## src/rtl/data_arb_pkg.sv

```systemverilog
// Shared types and constants for the data-RAM arbiter.
package data_arb_pkg;

  typedef enum logic [1:0] {
    IDLE     = 2'd0,
    DMA_RUN  = 2'd1,
    CPU_SLOT = 2'd2
  } arb_state_e;

  localparam logic [2:0] MEMCTRL_WORD    = 3'b000;
  localparam logic [2:0] MEMCTRL_BYTE_WR = 3'b010;
  localparam logic [2:0] MEMCTRL_BYTE_RD = 3'b011;

  // DMA words always move whole, word-aligned words.
  function automatic logic is_byte_ctrl(input logic [2:0] ctrl);
    return (ctrl == MEMCTRL_BYTE_WR) || (ctrl == MEMCTRL_BYTE_RD);
  endfunction

endpackage

```

## src/rtl/dma_addr_gen.sv

```systemverilog
// Burst address/length tracker: latches the start of a burst, then steps
// one word per accepted DMA access and flags the final word.
module dma_addr_gen #(
  parameter int WAM = 17,
  parameter int LW  = 8
) (
  input  logic          clk,
  input  logic          rst_n,
  input  logic          load_i,
  input  logic          step_i,
  input  logic [WAM:0]  start_addr_i,
  input  logic [LW-1:0] len_i,
  output logic [WAM:0]  addr_o,
  output logic          last_o
);

  logic [WAM:0]  addr_q, addr_d;
  logic [LW-1:0] rem_q, rem_d;

  // Next address/remaining count: load wins over step; address wraps naturally.
  always_comb begin
    addr_d = addr_q;
    rem_d  = rem_q;
    if (load_i) begin
      addr_d = start_addr_i & ~((WAM+1)'(3));
      rem_d  = len_i;
    end else if (step_i) begin
      addr_d = addr_q + (WAM+1)'(4);
      rem_d  = rem_q - LW'(1);
    end
  end

  // Burst pointer registers.
  always_ff @(posedge clk or negedge rst_n) begin
    if (!rst_n) begin
      addr_q <= '0;
      rem_q  <= '0;
    end else begin
      addr_q <= addr_d;
      rem_q  <= rem_d;
    end
  end

  assign addr_o = addr_q;
  assign last_o = (rem_q == LW'(1));

endmodule

```

## src/rtl/data_mem_arbiter.sv

```systemverilog
// Data-RAM port arbiter between the CPU MEM stage and a word-burst DMA requester.
//
//   state    | meaning
//   ---------+-----------------------------------------------------------
//   IDLE     | CPU owns the port; DMA burst may be accepted here
//   DMA_RUN  | one DMA word per cycle; CPU stalled if it is requesting
//   CPU_SLOT | single cycle handed back to a waiting CPU mid-burst
module data_mem_arbiter
  import data_arb_pkg::*;
#(
  parameter int WAM     = 17,
  parameter int WD      = 32,
  parameter int LW      = 8,
  parameter int SLICE   = 4,
  parameter int CPU_MAX = 8
) (
  input  logic          clk,
  input  logic          rst_n,
  input  logic          memreadM,
  input  logic          memwriteM,
  input  logic [WAM:0]  aluresultM,
  input  logic [WD-1:0] writedataM,
  input  logic [2:0]    memctrlM,
  output logic [WD-1:0] readdataM,
  output logic          stallM,
  input  logic          dma_req,
  input  logic          dma_we,
  input  logic [WAM:0]  dma_addr,
  input  logic [LW-1:0] dma_len,
  input  logic [WD-1:0] dma_wdata,
  output logic          dma_busy,
  output logic          dma_ack,
  output logic [WD-1:0] dma_rdata,
  output logic          dma_done,
  output logic [WAM:0]  ram_addr,
  output logic          ram_re,
  output logic          ram_we,
  output logic [2:0]    ram_ctrl,
  output logic [WD-1:0] ram_wdata,
  input  logic [WD-1:0] ram_rdata
);

  localparam int STW = $clog2(CPU_MAX + 1);
  localparam int SLW = $clog2(SLICE + 1);
  localparam logic [STW-1:0] STARVE_MAX = STW'(CPU_MAX);
  localparam logic [SLW-1:0] SLICE_LAST = SLW'(SLICE - 1);

  arb_state_e     state_q, state_d;
  logic [STW-1:0] starve_q, starve_d;
  logic [SLW-1:0] slice_q, slice_d;
  logic           busy_q, busy_d;
  logic           done_q, done_d;
  logic           dma_we_q, dma_we_d;

  logic           cpu_req;
  logic           cpu_grant;
  logic           accept;
  logic           dma_step;
  logic           dma_last;
  logic [WAM:0]   dma_cur_addr;

  assign cpu_req = memreadM | memwriteM;

  dma_addr_gen #(
    .WAM (WAM),
    .LW  (LW)
  ) u_addr_gen (
    .clk          (clk),
    .rst_n        (rst_n),
    .load_i       (accept),
    .step_i       (dma_step),
    .start_addr_i (dma_addr),
    .len_i        (dma_len),
    .addr_o       (dma_cur_addr),
    .last_o       (dma_last)
  );

  // FSM state and bookkeeping registers.
  always_ff @(posedge clk or negedge rst_n) begin
    if (!rst_n) begin
      state_q  <= IDLE;
      starve_q <= '0;
      slice_q  <= '0;
      busy_q   <= 1'b0;
      done_q   <= 1'b0;
      dma_we_q <= 1'b0;
    end else begin
      state_q  <= state_d;
      starve_q <= starve_d;
      slice_q  <= slice_d;
      busy_q   <= busy_d;
      done_q   <= done_d;
      dma_we_q <= dma_we_d;
    end
  end

  // Next-state, fairness counters and grant decisions.
  always_comb begin
    state_d   = state_q;
    starve_d  = starve_q;
    slice_d   = slice_q;
    busy_d    = busy_q;
    done_d    = 1'b0;
    dma_we_d  = dma_we_q;
    accept    = 1'b0;
    dma_step  = 1'b0;
    cpu_grant = 1'b0;
    unique case (state_q)
      IDLE: begin
        cpu_grant = cpu_req;
        if (dma_req && (!cpu_req || starve_q == STARVE_MAX)) begin
          accept   = 1'b1;
          starve_d = '0;
          slice_d  = '0;
          dma_we_d = dma_we;
          // A zero-length burst never touches RAM; it just reports completion.
          if (dma_len == '0) begin
            done_d = 1'b1;
          end else begin
            busy_d  = 1'b1;
            state_d = DMA_RUN;
          end
        end else if (dma_req && cpu_req) begin
          starve_d = starve_q + STW'(1);
        end else begin
          starve_d = '0;
        end
      end
      DMA_RUN: begin
        dma_step = 1'b1;
        if (dma_last) begin
          state_d = IDLE;
          busy_d  = 1'b0;
          done_d  = 1'b1;
          slice_d = '0;
        end else if (cpu_req) begin
          if (slice_q == SLICE_LAST) begin
            state_d = CPU_SLOT;
            slice_d = '0;
          end else begin
            slice_d = slice_q + SLW'(1);
          end
        end else begin
          slice_d = '0;
        end
      end
      CPU_SLOT: begin
        cpu_grant = cpu_req;
        state_d   = DMA_RUN;
      end
      default: begin
        state_d = IDLE;
      end
    endcase
  end

  // RAM port mux: the DMA word when it runs, otherwise the CPU passes straight through.
  always_comb begin
    ram_addr  = aluresultM;
    ram_re    = memreadM;
    ram_we    = memwriteM;
    ram_ctrl  = memctrlM;
    ram_wdata = writedataM;
    if (dma_step) begin
      ram_addr  = dma_cur_addr;
      ram_re    = !dma_we_q;
      ram_we    = dma_we_q;
      ram_ctrl  = MEMCTRL_WORD;
      ram_wdata = dma_wdata;
    end
  end

  assign readdataM = (cpu_grant && memreadM) ? ram_rdata : '0;
  assign stallM    = cpu_req && !cpu_grant;
  assign dma_ack   = dma_step;
  assign dma_rdata = (dma_step && !dma_we_q) ? ram_rdata : '0;
  assign dma_busy  = busy_q;
  assign dma_done  = done_q;

endmodule

```

## config.mk

```make
export PLATFORM = sky130hd
export DESIGN_NAME = data_mem_arbiter
export DESIGN_NICKNAME = d
export VERILOG_FILES = /design/src/rtl/data_arb_pkg.sv /design/src/rtl/dma_addr_gen.sv /design/src/rtl/data_mem_arbiter.sv
export SDC_FILE = /design/constraint.sdc
export NUM_CORES = 1
export LEC_CHECK = 0
export BUFFER_PORTS_ARGS = -buffer_cell sky130_fd_sc_hd__clkbuf_2
export CORE_AREA = 5 5 103 105
export CTS_BUF_LIST = sky130_fd_sc_hd__clkbuf_16
export DETAILED_ROUTE_END_ITERATION = 8
export DIE_AREA = 0 0 108 110
export PLACE_DENSITY = 0.71
export RECOVER_POWER = 50
export SYNTH_ARGS = -nofsm -noshare
export SYNTH_HDL_FRONTEND = slang
export SYNTH_SLANG_ARGS = --single-unit
```

## constraint.sdc

```tcl
create_clock -name clk -period 5.45 [get_ports clk]
set_input_delay 1.09 -clock clk [delete_from_list [all_inputs] [get_ports clk]]
set_output_delay 1.09 -clock clk [all_outputs]
set_load 0.01 [all_outputs]
```

; ---- Yosys cells after proc, flatten, opt, wreduce, memory -nomap -nowiden
; Cells that the tools add are included.
[totals]
output_inout_bits = 123
ff_bits = 38
input_bits = 149
wordCells = 77
[classes]
mux = 36
n_reduce_logical = 18
eq_ne = 10
bitwise_logic = 1
addsub = 4
[op_table]
columns = op, n
row1 = 2-to-1 mux 32 bit, 3
row2 = 2-to-1 mux 18 bit, 3
row3 = adder 18 x 3 -> 18 bit (second input constant), 1
row4 = 2-to-1 mux 8 bit, 2
row5 = 2-to-1 mux 3 bit, 5
row6 = 2-to-1 mux 1 bit, 12
row7 = 2-to-1 mux 2 bit, 5
row8 = == test 8 x 1 -> 1 bit (second input constant), 1
row9 = zero test 8 bit, 1
row10 = 2-to-1 mux 4 bit, 2
row11 = AND reduction 4 bit, 2
row12 = subtractor 8 x 1 -> 8 bit (second input constant), 1
row13 = inequality test 2 bit (second input constant), 3
row14 = inequality test 3 bit (second input constant), 2
row15 = one-hot mux 2 bit (3 select lines), 1
row16 = one-hot mux 3 bit (2 select lines), 1
row17 = logical AND 1 bit, 5
row18 = adder 4 x 1 -> 4 bit (second input constant), 1
row19 = == test 4 bit (second input constant), 1
row20 = one-hot mux 1 bit (2 select lines), 2
row21 = AND reduction 2 bit, 2
row22 = nonzero test 2 bit, 2
row23 = adder 3 x 1 -> 3 bit (second input constant), 1
row24 = == test 3 x 2 -> 1 bit (second input constant), 1
row25 = other kinds (7), 9

; ---- Depth between registers and ports, before layout
[logic_depth]
word_depth = 7
ltp_mapped = 8
depth_no_buf = 6

; ---- Hierarchy
; A second synthesis with hierarchy kept.
[unflattened]
hier_cells = 448
hier_area_um2 = 3209.3
[modules_own_cells]
columns = module, area_per_inst_um2, seq_area_each_um2, cells_per_inst, instances
row1 = data_mem_arbiter, 1824.2, 300.3, 303, 1
row2 = dma_addr_gen, 1385.1, 600.6, 145, 1

; ---- Worst setup path before layout
; No wires, ideal clock.
[synth_timing]
kind = input-to-output
startpoint = input memreadM
endpoint = output readdataM[10]
t_required_ns = 4.360
slack_ns = 2.660
arrival_ns = 1.700
path_buffers = 1
cell_stages = 3
cell_sequence = nor2b_1 -> clkbuf_1 -> and2_1
[synth_between]
elab_chain_cells = 4
[synth_rtl]
columns = item, line_no
row1 = "start, declared", data_mem_arbiter.sv:19  ; input logic memreadM,
row2 = bitwise OR 1 bit, data_mem_arbiter.sv:62  ; assign cpu_req = memreadM | memwriteM;
row3 = 2-to-1 mux 1 bit, data_mem_arbiter.sv:108  ; unique case (state_q)
row4 = logical AND 1 bit *, data_mem_arbiter.sv:173  ; assign readdataM = (cpu_grant && memreadM) ? ram_rdata : '0;
row5 = 2-to-1 mux 32 bit *, data_mem_arbiter.sv:173
row6 = "end, declared", data_mem_arbiter.sv:24  ; output logic [WD-1:0] readdataM,
; Mark *: on every way between the ends. The rest lies on a longest branch, timed or not.

; ---- Worst setup path in the final report
[layout_timing]
startpoint = input memreadM
endpoint = output readdataM[30]
; Same word-level chain as after synthesis.

==> results.toml <==
[outcome]
outcome = "finished, violations left"
violations = "max-capacitance violations, max-slew violations"

[critical_path]
crit_top_cell = "clkbuf_1"
path_cells = "clkbuf_2 -> nor2b_1 -> clkbuf_1 -> and2_1 -> clkbuf_1"
startpoint = "memreadM"
cp-start-kind = "input port"
critPathRequiredTime_ns = 4.36
crit_type = "input port to output pin"
worstPathMaxFanout = 32
crit_buf_inv = 3
r2r-end = "u_addr_gen.rem_q[4]"
r2r-start = "state_q[1]"
endpoint_kind = "output pin"
cpPeakStageDelay_ns = 0.78
r2r_cells = 5
crit_family = "buffers and inverters"
crit_arrival_ns = 2.54
reg2reg_slack_ns = 3.20
slowest_stage = "clkbuf_1"

[synthesis]
synthArstFlopShare = 1.000
synth-compound-area-share = 0.1382
ys_warn_count = 0
syn_area_per_cell_sq_um = 6.806
synth_top_flop_cell = "dfrtp_1"
synth_xor_area_frac = 0.01131
syn_nets = 610
synth_fa_ha_area_frac = 0.02424
ys_seq_area_frac = 0.2909
synth_edf_count = 0
synthCells = 455
ys_ff_latch = 36
yosysTopAreaCell = "dfrtp_1"
synthSimpleGateAreaFrac = 0.4760
yosysTopAreaCellShare = 0.2909
synth_area_leaders = "dfrtp_1 29%, nand2_1 20%, and2_1 14%, o21ai_0 3.7%, ha_1 2.4%"
yosysUniqueCellTypes = 51
synthMuxAreaShare = 0.009697
synth_top_family_by_area = "simple AND/OR/NAND/NOR gates"
syn_area_sq_um = 3097

[global_route]
grt_pass1_vias = 3856
grt_max_degree = 70
antenna_found_initial = 0
grtUsageTotal = 0.1927
overflow = 0
grt_pass1_wl_mm = 18.66

[placement]
port_buffers = 269
dpl-instance-area_sq_um = 4538
dpl.hpwl_mm = 10.18
place_ws_ns = 2.418
routabilityCongestion = 0.8100

[clock_tree]
cts_tree = "done"
cts_buffer_depth = 2
hold_buffers = 0
cts_sinks = 36
clock-root-buffer = "clkbuf_16"
ctsResizeCount = 0
htree_levels = 2
post_cts.repair.setup_buffers = 0
clock_latency_ns = 0.28
path_clk_slew_ns = 0.05
numCtsBuffers = 5

[sta]
setup_slack_ns = 1.824
finClkSkew_ns = 0.006884
finalSetupViolCount = 0
fin_crit_sh = 0.6653
drv_slew = 37
grt_setup_unrepaired = "no"
fin_setup_tns_ns = 0
slew_headroom = -0.3111
hold_violations = 0
finalCriticalPeriod_ns = 3.626
hold_slack_ns = 0.5008
tightest_slew_ns = 1.967
fmax_mhz = 275.8

[power]
netSwitchingFraction = 0.4882
internal-power_mw = 1.155
clkPwrFrac = 0.142
combPwrFrac = 0.625
power_mw = 2.256
ir_drop_uv = 272.3
seqPwrFrac = 0.233
leakagePower_nw = 2.618
powerDensity_nw_per_um2 = 483.2
switchingPower_mw = 1.101

[final_layout]
syn2layout_area_growth_pct = 50.79
final_area_sq_um = 4669
antenna_cells = 0
drive_gt1_frac = 0.3873
finalNetCount = 864

[die]
die_area_sq_um = 11880
dieHeight_um = 110
start_util = 0.3243
die-width_um = 108
io_pins = 272
rows = 36
core-area_sq_um = 9549

[job]
maxCapViolCount = 1

[route]
detail-route-antenna-nets = 0
drt-total-wl_mm = 12.61
dr.first_iter.drc_count = 277
viasPerCell = 4.775
wl_per_cell_um = 14.95
drc_errors = 0
firstDrtPassIters = 6
vias = 4025

[min_path]
whs_path_depth = 1
worstHoldStart = "slice_q[2]"
hold_end = "slice_q[2]"
holdCritPathClass = "flop to flop"
==> layer usage <==
metal / part of all wire / wire (um) / GRT usage
met1: 0.38 / 4764 / 0.2308
met2: 0.51 / 6475 / 0.3415
met3: 0.097 / 1217 / 0.06407
met4: 0.012 / 147 / 0.03336
met5: 0 / 0 / 0
==> layout by cell type, fill, tap and decap left out, types with 3 or more instances in the layout <==
cell,instances
nand4_1,7
nor2_1,16
buf_4,3
clkbuf_16,5
ha_1,6
a21oi_1,5
clkbuf_2,253
nand3_1,10
nor3_1,4
nand2b_1,5
nand2_1,167
mux2i_1,3
o21ai_0,23
o211ai_1,9
clkbuf_1,18
dfrtp_1,36
nor4_1,7
and2_0,10
and3_1,3
o21a_1,3
inv_1,11
and2_1,61
==> Yosys cell counts (8+ instances only) <==
| master | number |
|---|---|
| dfrtp_1 | 36 |
| nor2_1 | 16 |
| buf_2 | 8 |
| inv_1 | 10 |
| buf_1 | 9 |
| o211ai_1 | 8 |
| nand2_1 | 167 |
| clkbuf_1 | 10 |
| nand3_1 | 10 |
| and2_1 | 71 |
| o21ai_0 | 23 |
==> through the flow <==
step / utilization / cells
finish: 0.4890 / 843
global route: 0.4890 / 843
CTS: 0.4924 / 843
detailed placement: 0.4752 / 835
global placement: 0.4752 / 835
floorplan: - / 455
==> power by group through the flow <==
stage / combinational, mW / clock, mW / sequential, mW
5_1_grt: 1.59 / 0.337 / 0.552
2_1_floorplan: 0.911 / 0 / 0.485
4_1_cts: 1.44 / 0.322 / 0.524
3_5_place_dp: 1.44 / 0 / 0.527
3_3_place_gp: 1.41 / 0 / 0.516
6_report: 1.41 / 0.319 / 0.527
==> sequential cells by signal, summed over array words and instances (netlist names) <==
register	count
u_addr_gen.addr_o	16
u_addr_gen.rem_q	8
starve_q	4
slice_q	3
state_q	2
dma_busy	1
dma_done	1
dma_we_q	1
==> layout make-up <==
cell class	instances	area, sq um
Fill cell	989	4880
Multi-Input combinational cell	381	2039
Timing Repair Buffer	274	1356
Sequential cell	36	900.9
Tap cell	133	166.4
Clock buffer	5	125.1
Inverter	11	42.54
Clock inverter	3	38.79
==> worst max-delay path by stage <==
stage	to	slack, ns	cells after the start
2_1_floorplan	readdataM[10]	2.66	3
3_3_place_gp	ram_addr[17]	2.45	5
3_5_place_dp	readdataM[10]	2.42	5
4_1_cts	ram_addr[9]	2.11	5
5_1_grt	readdataM[29]	1.59	5
6_report	readdataM[30]	1.82	5
==> cells by family (layout without fill, tap and decap cells) <==
| family | after synthesis | after routing |
|---|---|---|
| muxes | 3 | 3 |
| and+or+nand+nor | 306 | 306 |
| AOI/OAI and AO/OA | 62 | 62 |
| DFF | 36 | 36 |
| xor gates and xnor gates | 4 | 4 |
| adders and majority gates | 6 | 6 |
| buffers and inverters | 38 | 293 |
Power figures use the tool's default switching activity.
